===== src/rtl/tp2_vec_sweep_pkg.sv =====
// Shared types and constants for the exhaustive vector sweeper and its response MISR.
package tp2_pkg;

    typedef enum logic [1:0] {
        ST_IDLE = 2'd0,
        ST_RUN  = 2'd1,
        ST_DONE = 2'd2
    } state_t;

    localparam logic [15:0] MISR_POLY = 16'h1021;
    localparam logic [15:0] MISR_SEED = 16'hFFFF;
    localparam int          HOLD_W    = 8;

    // One MISR step: shift with x^16+x^12+x^5+1 feedback, then fold the response into the low bits.
    function automatic logic [15:0] misr_step(input logic [15:0] s, input logic [2:0] r);
        logic [15:0] t;
        t = {s[14:0], 1'b0} ^ (s[15] ? MISR_POLY : 16'h0000);
        t[2:0] = t[2:0] ^ r;
        return t;
    endfunction

endpackage


===== src/rtl/tp2_vec_sweep_if.sv =====
// Sweep control/status bundle: master drives start/pause/resp_i, slave returns vector and status.
interface tp2_vec_sweep_if #(parameter int N_IN = 5);
    logic            start;
    logic            pause;
    logic [N_IN-1:0] vec;
    logic            vec_valid;
    logic            busy;
    logic            done;
    logic [2:0]      resp_i;
    logic [15:0]     signature;

    modport master (
        output start, pause, resp_i,
        input  vec, vec_valid, busy, done, signature
    );

    modport slave (
        input  start, pause, resp_i,
        output vec, vec_valid, busy, done, signature
    );
endinterface


===== src/rtl/tp2_vec_sweep_misr.sv =====
// 16-bit MISR compressing the 3-bit UUT response; seed load has priority over update.
// Latency: signature reflects a response one clock after the enabled cycle.
// Backpressure: none; the caller gates en.
module tp2_misr
    import tp2_pkg::*;
(
    input  logic        clk,
    input  logic        rst,
    input  logic        seed_load,
    input  logic        en,
    input  logic [2:0]  resp,
    output logic [15:0] sig
);

    always_ff @(posedge clk) begin
        if (rst) begin
            sig <= 16'h0000;
        end else if (seed_load) begin
            sig <= MISR_SEED;
        end else if (en) begin
            sig <= misr_step(sig, resp);
        end
    end

endmodule


===== src/rtl/tp2_vec_sweep.sv =====
// Exhaustive input-vector sequencer: walks 0..2^N_IN-1, each vector held HOLD_CYC clocks (MISR under SWEEP_SIG_EN).
// Latency: vec_valid rises one clock after start; done rises one clock after the last vector's final hold cycle.
// Backpressure: pause (level) freezes vector, hold counter and signature; start is ignored while running.
module tp2_vec_sweep
    import tp2_pkg::*;
#(
    parameter int N_IN     = 5,
    parameter int HOLD_CYC = 1
) (
    input  logic           clk,
    input  logic           rst,
    tp2_vec_sweep_if.slave bus
);

    localparam logic [HOLD_W-1:0] HOLD_LAST = HOLD_W'(HOLD_CYC - 1);
    localparam logic [N_IN-1:0]   VEC_LAST  = '1;
    localparam logic [N_IN-1:0]   VEC_ONE   = 1;
    localparam logic [HOLD_W-1:0] HOLD_ONE  = 1;

    state_t            state;
    logic [N_IN-1:0]   vec_q;
    logic [HOLD_W-1:0] hold_cnt;
    logic              vec_valid_q;
    logic              busy_q;
    logic              done_q;

    logic start_acc;
    logic vec_last_hold;

    assign start_acc     = bus.start && (state != ST_RUN);
    assign vec_last_hold = (state == ST_RUN) && !bus.pause && (hold_cnt == HOLD_LAST);

    always_ff @(posedge clk) begin
        if (rst) begin
            state       <= ST_IDLE;
            vec_q       <= '0;
            hold_cnt    <= '0;
            vec_valid_q <= 1'b0;
            busy_q      <= 1'b0;
            done_q      <= 1'b0;
        end else begin
            case (state)
                ST_IDLE, ST_DONE: begin
                    if (bus.start) begin
                        state       <= ST_RUN;
                        vec_q       <= '0;
                        hold_cnt    <= '0;
                        vec_valid_q <= 1'b1;
                        busy_q      <= 1'b1;
                        done_q      <= 1'b0;
                    end
                end
                ST_RUN: begin
                    if (!bus.pause) begin
                        if (hold_cnt == HOLD_LAST) begin
                            hold_cnt <= '0;
                            // Last vector leaves vec at all-ones; no wrap back to 0.
                            if (vec_q == VEC_LAST) begin
                                state       <= ST_DONE;
                                vec_valid_q <= 1'b0;
                                busy_q      <= 1'b0;
                                done_q      <= 1'b1;
                            end else begin
                                vec_q <= vec_q + VEC_ONE;
                            end
                        end else begin
                            hold_cnt <= hold_cnt + HOLD_ONE;
                        end
                    end
                end
                default: begin
                    state       <= ST_IDLE;
                    vec_valid_q <= 1'b0;
                    busy_q      <= 1'b0;
                    done_q      <= 1'b0;
                end
            endcase
        end
    end

    assign bus.vec       = vec_q;
    assign bus.vec_valid = vec_valid_q;
    assign bus.busy      = busy_q;
    assign bus.done      = done_q;

`ifdef SWEEP_SIG_EN
    logic [15:0] sig;

    tp2_misr u_misr (
        .clk       (clk),
        .rst       (rst),
        .seed_load (start_acc),
        .en        (vec_last_hold),
        .resp      (bus.resp_i),
        .sig       (sig)
    );

    assign bus.signature = sig;
`else
    logic unused_sig_inputs;
    assign unused_sig_inputs = ^{bus.resp_i, start_acc, vec_last_hold};
    assign bus.signature     = 16'h0000;
`endif

endmodule


===== src/flat_wrapper.sv =====
// flat-port wrapper written by rule: the top's interface ports become plain ports
module tp2_vec_sweep_flat import tp2_pkg::*;
#(
    parameter int N_IN     = 5,
    parameter int HOLD_CYC = 1
)
  (clk, rst, bus_start, bus_pause, bus_resp_i, bus_vec, bus_vec_valid, bus_busy, bus_done, bus_signature);
  tp2_vec_sweep_if #(.N_IN(N_IN)) bus_i ();
  input  logic clk;
  input  logic rst;
  input wire logic [$bits(bus_i.start)-1:0] bus_start;
  input wire logic [$bits(bus_i.pause)-1:0] bus_pause;
  input wire logic [$bits(bus_i.resp_i)-1:0] bus_resp_i;
  output wire logic [$bits(bus_i.vec)-1:0] bus_vec;
  output wire logic [$bits(bus_i.vec_valid)-1:0] bus_vec_valid;
  output wire logic [$bits(bus_i.busy)-1:0] bus_busy;
  output wire logic [$bits(bus_i.done)-1:0] bus_done;
  output wire logic [$bits(bus_i.signature)-1:0] bus_signature;
  assign bus_i.start = bus_start;
  assign bus_i.pause = bus_pause;
  assign bus_i.resp_i = bus_resp_i;
  assign bus_vec = bus_i.vec;
  assign bus_vec_valid = bus_i.vec_valid;
  assign bus_busy = bus_i.busy;
  assign bus_done = bus_i.done;
  assign bus_signature = bus_i.signature;
  tp2_vec_sweep #(.N_IN(N_IN), .HOLD_CYC(HOLD_CYC)) u_core (.clk(clk), .rst(rst), .bus(bus_i));
endmodule

===== config.mk =====
export PLATFORM = sky130hd
export DESIGN_NAME = tp2_vec_sweep_flat
export DESIGN_NICKNAME = d
export VERILOG_FILES = /design/src/rtl/tp2_vec_sweep_pkg.sv /design/src/rtl/tp2_vec_sweep_if.sv /design/src/rtl/tp2_vec_sweep_misr.sv /design/src/rtl/tp2_vec_sweep.sv /design/src/flat_wrapper.sv
export SDC_FILE = /design/constraint.sdc
export NUM_CORES = 1
export LEC_CHECK = 0
export ABC_AREA = 1
export CAP_MARGIN = 20
export CORE_MARGIN = 2
export CORE_UTILIZATION = 45
export DETAILED_ROUTE_END_ITERATION = 8
export GPL_TIMING_DRIVEN = 0
export PLACE_DENSITY_LB_ADDON = 0.25
export SYNTH_ARGS = -nofsm -noshare
export SYNTH_HDL_FRONTEND = slang
export SYNTH_SLANG_ARGS = --single-unit

===== constraint.sdc =====
create_clock -name clk -period 1.6 [get_ports clk]
set_input_delay 0.32 -clock clk [delete_from_list [all_inputs] [get_ports clk]]
set_output_delay 0.32 -clock clk [all_outputs]
set_load 0.005 [all_outputs]

**Word-level counts from Yosys, hierarchy flattened**

Cells that the tools add are included.

- Bits of input ports: 7
- Register bits after elaboration: 17
- Output and inout bits: 24
- Logic and storage cells: 46

- Multiplexer cells: 24
- Equality and inequality tests: 8
- Reductions and logical operators: 7
- $add $sub $neg: 2

Operator list:

| kind | number |
|---|---|
| $mux 8 | 3 |
| $mux 5 | 4 |
| $pmux 8 s2 | 1 |
| $ne 2x2->1 const B | 5 |
| $pmux 5 s2 | 1 |
| $add 8x1->8 const B | 1 |
| $logic_not 8->1 | 1 |
| $mux 1 | 8 |
| $mux 2 | 4 |
| $add 5x1->5 const B | 1 |
| $eq 5x5->1 const B | 1 |
| $reduce_and 5->1 | 1 |
| $pmux 1 s2 | 2 |
| $pmux 2 s2 | 1 |
| $reduce_and 4->1 | 1 |
| $reduce_and 3->1 | 1 |
| $eq 2x1->1 const B | 1 |
| $eq 2x2->1 const B | 1 |
| $logic_not 2->1 | 1 |
| $reduce_bool 2->1 | 1 |
| $reduce_or 2->1 | 1 |

**Logic depth before layout (Yosys ltp)**

Gate-level depths: netlist of run 1.

- Word-level depth: 5
- Gate-level depth with buffers: 10
- Gate-level depth less buffers: 10

**Least setup slack after synthesis of run 1**

OpenSTA, ideal clock, no wires.

- Path type: register to register
- Start point: reg u_core.vec_q[0], in the netlist u_core.bus.vec[0]
- End point: reg u_core.done_q, in the netlist u_core.bus.done
- Buffers on the path: 0
- Data required time: 1.483 ns
- Cell stages (with the launch flop): 10
- Period minus slack after synthesis: 1.364 ns
- Path slack: 0.236 ns
- Setup time: 0.117 ns
- Data arrival time: 1.247 ns
- Path through: dfxtp_1 -> ha_1 -> nand2_1 -> nor2_1 -> ha_1 -> o21ai_0 -> nor2_1 -> and2_1 -> nor2_1 -> nor2_1

- Word-level cells in the longest chain between the ends: 3

RTL lines:

| item | RTL line | source |
|---|---|---|
| from (decl) | tp2_vec_sweep.sv:21 | `logic [N_IN-1:0] vec_q;` |
| from (signal assigned) | tp2_vec_sweep.sv:64 | `vec_q <= vec_q + VEC_ONE;` |
| $eq 5x5->1 | tp2_vec_sweep.sv:58 | `if (vec_q == VEC_LAST) begin` |
| $ne 2x2->1 (no source line) | - |  |
| $reduce_and 4->1 (no source line) | - |  |
| to (signal assigned) | tp2_vec_sweep.sv:50 | `done_q <= 1'b0;` |
| to (signal assigned) | tp2_vec_sweep.sv:62 | `done_q <= 1'b1;` |
| to (signal assigned) | tp2_vec_sweep.sv:75 | `done_q <= 1'b0;` |
| to (decl) | tp2_vec_sweep.sv:25 | `logic done_q;` |

No other way between the ends.
A chain may end at the register's enable or synchronous reset.

**Worst setup path in the final report of run 1**

- Start point: reg u_core.done_q, in the netlist u_core.bus.done
- End point: out bus_done

RTL lines:

| item | RTL line | source |
|---|---|---|
| from (signal assigned) | tp2_vec_sweep.sv:40 | `done_q <= 1'b0;` |
| from (signal assigned) | tp2_vec_sweep.sv:50 |  |
| from (signal assigned) | tp2_vec_sweep.sv:62 |  |
| to (decl) | flat_wrapper.sv:17 | `output wire logic [$bits(bus_i.done)-1:0] bus_done;` |

No word-level cell between the ends.

==> results of run 1 <==
## cells in the mapped netlist, drive strengths merged (3+ instances only)
master,number
nand4,3
nor2,21
o21ai,5
nand2,36
nand3,5
buf,18
dfxtp,15
nor3,6
inv,18
a21oi,9
ha,4
## through the flow
| step | hold WS, ps | worst slack (ps) | utilization (%) |
|---|---|---|---|
| final | 491.7 | 69.40 | 59.28 |
| after detailed placement | 475.1 | -1.331 | 56.20 |
| after floorplan | 389.1 | 236.1 | - |
| after global placement | 469.4 | 27.85 | 56.20 |
| after CTS | 488.0 | 34.00 | 57.51 |
| after global routing | 520.7 | -1.199 | 59.28 |
## report_power, final
group / internal [mW] / switching (mW) / total, mW
clock network: 0.0971 / 0.131 / 0.228
logic: 0.0939 / 0.107 / 0.201
registers: 0.386 / 0.0170 / 0.403
total: 0.577 / 0.255 / 0.832
## layout by cell type (no fill, tap or decap)
cell	n
nand3_2	1
nand2_1	27
and2_4	1
dfxtp_4	2
nor3_2	2
inv_6	1
inv_1	12
o21ai_0	4
nor2_2	1
dfxtp_2	3
ha_2	1
ha_1	2
clkbuf_1	1
clkbuf_4	3
nor3_1	4
buf_8	1
xor2_1	1
o21ai_1	1
a21oi_1	7
nand2_2	7
nand4_1	3
inv_2	5
clkdlybuf4s50_1	10
nor2_1	19
nand3_1	3
or2_2	1
buf_4	18
dfxtp_1	10
nor2_4	1
nor3b_2	1
nand3_4	1
and3_1	1
ha_4	1
conb_1	16
a21oi_2	2
nand2_4	2
## per-layer routing
layer  part of all wire [%]  GRT usage [%]
met1                     43          19.26
met4                    3.1          10.09
met2                     49          30.59
met5                      0              0
met3                    5.5          6.034
## cell families after synthesis
family                     after synthesis  share of synthesized area (%)
AOI/OAI and AO/OA                       14                          7.533
xor gates and xnor gates                 1                         0.8507
adders and majority gates                4                          4.860
buffers and inverters                   36                          20.90
DFF                                     15                          29.16
other                                    1                         0.3642
and+or+nand+nor                         75                          36.33
## sequential cells by signal (all words and copies together), names as in the netlist
name             flops
u_core.bus.done      1
u_core.bus.vec       5
u_core.hold_cnt      8
u_core.state         1
## final timing paths
path,from,to,slack [ps]
setup reg to reg,u_core.bus.vec[0],u_core.bus.vec[4],110
hold / removal,u_core.hold_cnt[4],u_core.hold_cnt[4],490
setup / recovery,u_core.bus.done,bus_done,70
hold reg to reg,u_core.hold_cnt[4],u_core.hold_cnt[4],490
## cell type report
| cell class | instances | area, µm² | area share, % |
|---|---|---|---|
| inverter | 18 | 72.57 | 5.588 |
| tap | 28 | 35.03 | 2.697 |
| sequential | 15 | 311.5 | 23.99 |
| buffer | 18 | 142.6 | 10.98 |
| multi-input combinational | 110 | 603.1 | 46.44 |
| clock buffer | 4 | 26.28 | 2.023 |
| timing repair buffer | 11 | 107.6 | 8.285 |
## what timing repair did
action                                  in CTS  in global routing
setup buffers                                0                  0
pin swaps                                    0                  2
gates resized for setup                      4                 13
hold buffers                                 0                  0
endpoints found under the setup margin       3                  8
cloned                                       0                  0
==> flow_metrics.env, run 1 <==
export IMPL_outcome="finished, final reports clean"
export IMPL_min_period_ps=1531
export IMPL_synthArstFlopShare_pct=0
export IMPL_drcViolationCount=0
export IMPL_die_area_um2=2687
export IMPL_drtPass1Iterations=4
export IMPL_crit_path_end_kind="output port"
export IMPL_ys_warn_count=0
export IMPL_cpMaxStageDelayCell="clkdlybuf4s50_1"
export IMPL_fin_cells=204
export IMPL_maxCapViolCount=0
export IMPL_nets=188
export IMPL_power_total_uw=832.4
export IMPL_finalCritPeriodShare_pct=95.66
export IMPL_synth_seq_area_share_pct=29.16
export IMPL_startpoint_type="flop"
export IMPL_path_cells="clkdlybuf4s50_1"
export IMPL_syn_area_per_cell_um2=7.053
export IMPL_grt_pass1_wl_mm=3.539
export IMPL_ir_drop_mv=0.5072
export IMPL_netlist_instances=146
export IMPL_portBuffers=11
export IMPL_core_area_um2=2191
export IMPL_dp_cells=200
export IMPL_cts_sinks=15
export IMPL_cpLargestDelayFamily="buffers and inverters"
export IMPL_row_count=17
export IMPL_nFillCells=215
export IMPL_post_dp_cell_area_um2=1231
export IMPL_io_pins=31
export IMPL_insertion_delay_ps=290
export IMPL_die_h_um=51.84
export IMPL_wirelength_mm=2.115
export IMPL_routedWlPerCell_um=10.37
export IMPL_syn_to_final_growth_pct=26.12
export IMPL_critPathKind="reg -> out"
export IMPL_clk_pin_slew_ps=90
export IMPL_first_iter_violations=24
export IMPL_grt_max_degree=11
export IMPL_synthFlopType="dfxtp_1"
export IMPL_max_freq_mhz=653.3
export IMPL_hpwlAfterDp_mm=1.597
export IMPL_die_width_um=51.84
export IMPL_cp_arrival_ps=1210
export IMPL_finalSetupTns_ps=0
export IMPL_grt_util_all_layers_pct=17.97
export IMPL_worstRegToRegCells=8
export IMPL_synth_top_cell_area_share_pct=29.16
export IMPL_grt_pass1_vias=887
export IMPL_cts_root_buf="clkbuf_4"
export IMPL_p_leak_nw=0.5662
export IMPL_finalSetupViolCount=0
export IMPL_synth_area_um2=1030
export IMPL_synth_edf_count=0
export IMPL_cts_tree="done"
export IMPL_antenna_found_initial=0
export IMPL_critPathMaxStageDelay_ps=520
export IMPL_synth_distinct_cells=26
export IMPL_synth_ff_latch_count=15
export IMPL_power_density_nw_per_um2=640.9
export IMPL_diodes=0
export IMPL_synthTopCellsByArea="dfxtp_1 29%, buf_4 12%, nand2_1 11%, nor2_1 7.3%, ha_1 4.9%"
export IMPL_via_count=932
export IMPL_drv_slew=0
export IMPL_path_depth=1
export IMPL_initial_core_util_pct=47.00
export IMPL_cts_max_level=1
export IMPL_drive_gt1_share_pct=31.25
export IMPL_critPathBufInv=1
export IMPL_cts_buffers=3
export IMPL_final_antenna_net_count=0
export IMPL_yosysTopAreaCell="dfxtp_1"
export IMPL_finalHoldViolations=0
export IMPL_crit_fanout=5
export IMPL_grt_ovfl_total=0
export IMPL_finClkSkew_ps=3.037
export IMPL_vias_per_cell=4.569
export IMPL_hold_class="reg -> reg"
export IMPL_final_area_um2=1299
export IMPL_holdPathStages=2
export IMPL_routabilityCongestion=0.8466
export IMPL_cts_max_path_buffers=2
export IMPL_cp_required_ps=1280
Power figures use the tool's default switching activity.
==> run 2: changes to the inputs <==
Settings changed: SYNTH_HIERARCHICAL set to 1.
==> flow_metrics.env, run 2 <==
export IMPL_yosysTopAreaCell="dfxtp_1"
export IMPL_startpoint_type="flop"
export IMPL_syn_to_final_growth_pct=28.01
export IMPL_routabilityCongestion=0.7984
export IMPL_finalHoldViolations=0
export IMPL_outcome="finished, final reports clean"
export IMPL_first_iter_violations=21
export IMPL_final_area_um2=1304
export IMPL_grt_max_degree=11
export IMPL_cts_buffers=3
export IMPL_setup_worst_path_start="u_core/bus.busy"
export IMPL_cp_arrival_ps=1220
export IMPL_grt_ovfl_total=0
export IMPL_power_frac_clock_pct=25.7
export IMPL_path_cells="buf_4 -> clkdlybuf4s50_1"
export IMPL_row_count=17
export IMPL_final_antenna_net_count=0
export IMPL_core_area_um2=2170
export IMPL_critPathKind="reg -> out"
export IMPL_io_pins=31
export IMPL_min_period_ps=1545
export IMPL_drcViolationCount=0
export IMPL_drive_gt1_share_pct=23.76
export IMPL_final_util_pct=60.09
export IMPL_dpl_worst_slack_ps=-87.22
export IMPL_die_width_um=51.58
export IMPL_die_h_um=51.58
export IMPL_setup_ws_ps=55.37
export IMPL_synthTopCellsByArea="dfxtp_1 31%, nand2_1 13%, buf_4 13%, nor2_1 8.1%, inv_1 5.2%"
export IMPL_synthArstFlopShare_pct=0
export IMPL_max_freq_mhz=647.4
export IMPL_drv_slew=0
export IMPL_synth_ff_latch_count=16
export IMPL_synth_edf_count=0
export IMPL_routedWlPerCell_um=9.636
export IMPL_finalSetupViolCount=0
export IMPL_crit_path_end_kind="output port"
export IMPL_synth_common_cells="35 x nand2_1, 22 x nor2_1, 17 x buf_4"
export IMPL_regToRegStartpoint="u_core/bus.vec[0]"
export IMPL_finalCritPeriodShare_pct=96.54
export IMPL_top_register="u_core/hold_cnt"
export IMPL_synth_distinct_cells=21
export IMPL_ff2ff_setup_slack_ps=80
export IMPL_holdBufCountCts=0
export IMPL_cpMaxStageDelayCell="clkdlybuf4s50_1"
export IMPL_critPathMaxStageDelay_ps=480
export IMPL_crit_end="bus_vec_valid"
export IMPL_finalSetupTns_ps=0
export IMPL_grt_pass1_vias=832
export IMPL_finalHoldWorstSlack_ps=482.4
export IMPL_internal_power_uw=594.2
export IMPL_swShare_pct=28.90
export IMPL_vias_per_cell=4.421
export IMPL_portBuffers=11
export IMPL_p_leak_nw=0.5672
export IMPL_maxCapViolCount=0
export IMPL_final_common_cell="nand2_1"
export IMPL_via_count=924
export IMPL_rsz0062_at_grt="true"
export IMPL_synth_seq_area_share_pct=31.45
export IMPL_initial_core_util_pct=46.94
export IMPL_layout_common_cells="34 x nand2_1, 20 x buf_4, 19 x nor2_1"
export IMPL_synth_area_um2=1018
export IMPL_largest_reg_flops=8
export IMPL_netlist_instances=149
export IMPL_cts_tree="done"
export IMPL_seqPwrFrac_pct=51.1
export IMPL_hold_class="reg -> reg"
export IMPL_pwr_share_comb_pct=23.2
export IMPL_nets=194
export IMPL_clk_pin_slew_ps=100
export IMPL_wirelength_mm=2.014
export IMPL_cts_max_level=1
export IMPL_cp_required_ps=1280
export IMPL_cts_max_path_buffers=2
export IMPL_synth_top_cell_area_share_pct=31.45
export IMPL_drtPass1Iterations=4
export IMPL_finClkSkew_ps=7.239
export IMPL_p_sw_uw=241.5
export IMPL_syn_area_per_cell_um2=6.835
export IMPL_nFillCells=217
export IMPL_grt_util_all_layers_pct=16.48
export IMPL_grt_pass1_wl_mm=3.277
export IMPL_post_dp_cell_area_um2=1220
export IMPL_ir_drop_mv=0.5602
export IMPL_synth_most_common_cell="nand2_1"
export IMPL_ys_warn_count=6
export IMPL_insertion_delay_ps=280
export IMPL_crit_fanout=3
export IMPL_hpwlAfterDp_mm=1.530
export IMPL_antenna_found_initial=0
export IMPL_power_density_nw_per_um2=641.0
export IMPL_worstRegToRegCells=10
export IMPL_cts_root_buf="clkbuf_4"
export IMPL_r2r_end="u_core/bus.vec[3]"
export IMPL_synthFlopType="dfxtp_1"
export IMPL_cts_sinks=16
export IMPL_diodes=0
export IMPL_die_area_um2=2660
run 2: cell type report:
cell class                 count  area, µm²  share of cell area, %
tap                           28      35.03                  2.687
multi-input combinational    116      599.3                  45.97
timing repair buffer          14      132.6                  10.17
inverter                      15      56.30                  4.319
sequential                    16      330.3                  25.34
buffer                        17      127.6                  9.789
clock buffer                   3      22.52                  1.727
run 2: what timing repair did:
| item | CTS | global route |
|---|---|---|
| buffers inserted | 2 | 1 |
| setup endpoints to repair | 5 | 7 |
| gates cloned | 0 | 0 |
| pin swaps | 4 | 3 |
| gates resized for setup | 6 | 9 |
| endpoints found under the hold margin | 0 | 0 |
run 2: routing by layer:
metal	GRT usage [%]	vias up	share of wire [%]
li1	-	509	-
met1	18.28	395	44
met2	29.06	18	50
met3	3.448	2	4.7
met4	9.211	0	1.2
met5	0	-	0
run 2: kinds of logic after synthesis:
group           Yosys count  synth area share [%]
compound gates           17                 10.81
xor+xnor                  2                 1.720
fa+ha+maj                 4                 4.914
buf+inv                  32                 18.06
flops                    16                 31.45
other cells               1                0.3682
simple gates             77                 32.68
run 2: worst min-delay path by stage:
| stage | start | end | slack [ps] | cells after the start |
|---|---|---|---|---|
| floorplan | rst | u_core/bus.busy | 390 | 1 |
| global placement | u_core/bus.busy | u_core/bus.busy | 470 | 2 |
| detailed placement | u_core/bus.busy | u_core/bus.busy | 490 | 2 |
| CTS | u_core/bus.busy | u_core/bus.busy | 500 | 2 |
| global route | u_core/bus.busy | u_core/bus.busy | 510 | 2 |
| finish | u_core/bus.busy | u_core/bus.busy | 480 | 2 |
run 2: power by group through the flow:
stage | logic, mW | clock network [mW] | registers [mW]
after global routing | 0.216 | 0.235 | 0.429
after CTS | 0.189 | 0.225 | 0.425
after global placement | 0.176 | 0 | 0.435
after floorplan | 0.122 | 0 | 0.435
after detailed placement | 0.177 | 0 | 0.436
final | 0.194 | 0.214 | 0.427
run 2: metrics by stage:
step	cells	power [mW]
after floorplan	164	0.5565
after global placement	203	0.6104
after detailed placement	203	0.6129
after CTS	208	0.8391
after global routing	209	0.8802
final	209	0.8357
run 2: critical path, delay by kind of cell, from the launching register on:
family | cells | cell delay, ps
buffers and inverters | 2 | 580
flip-flops | 1 | 350
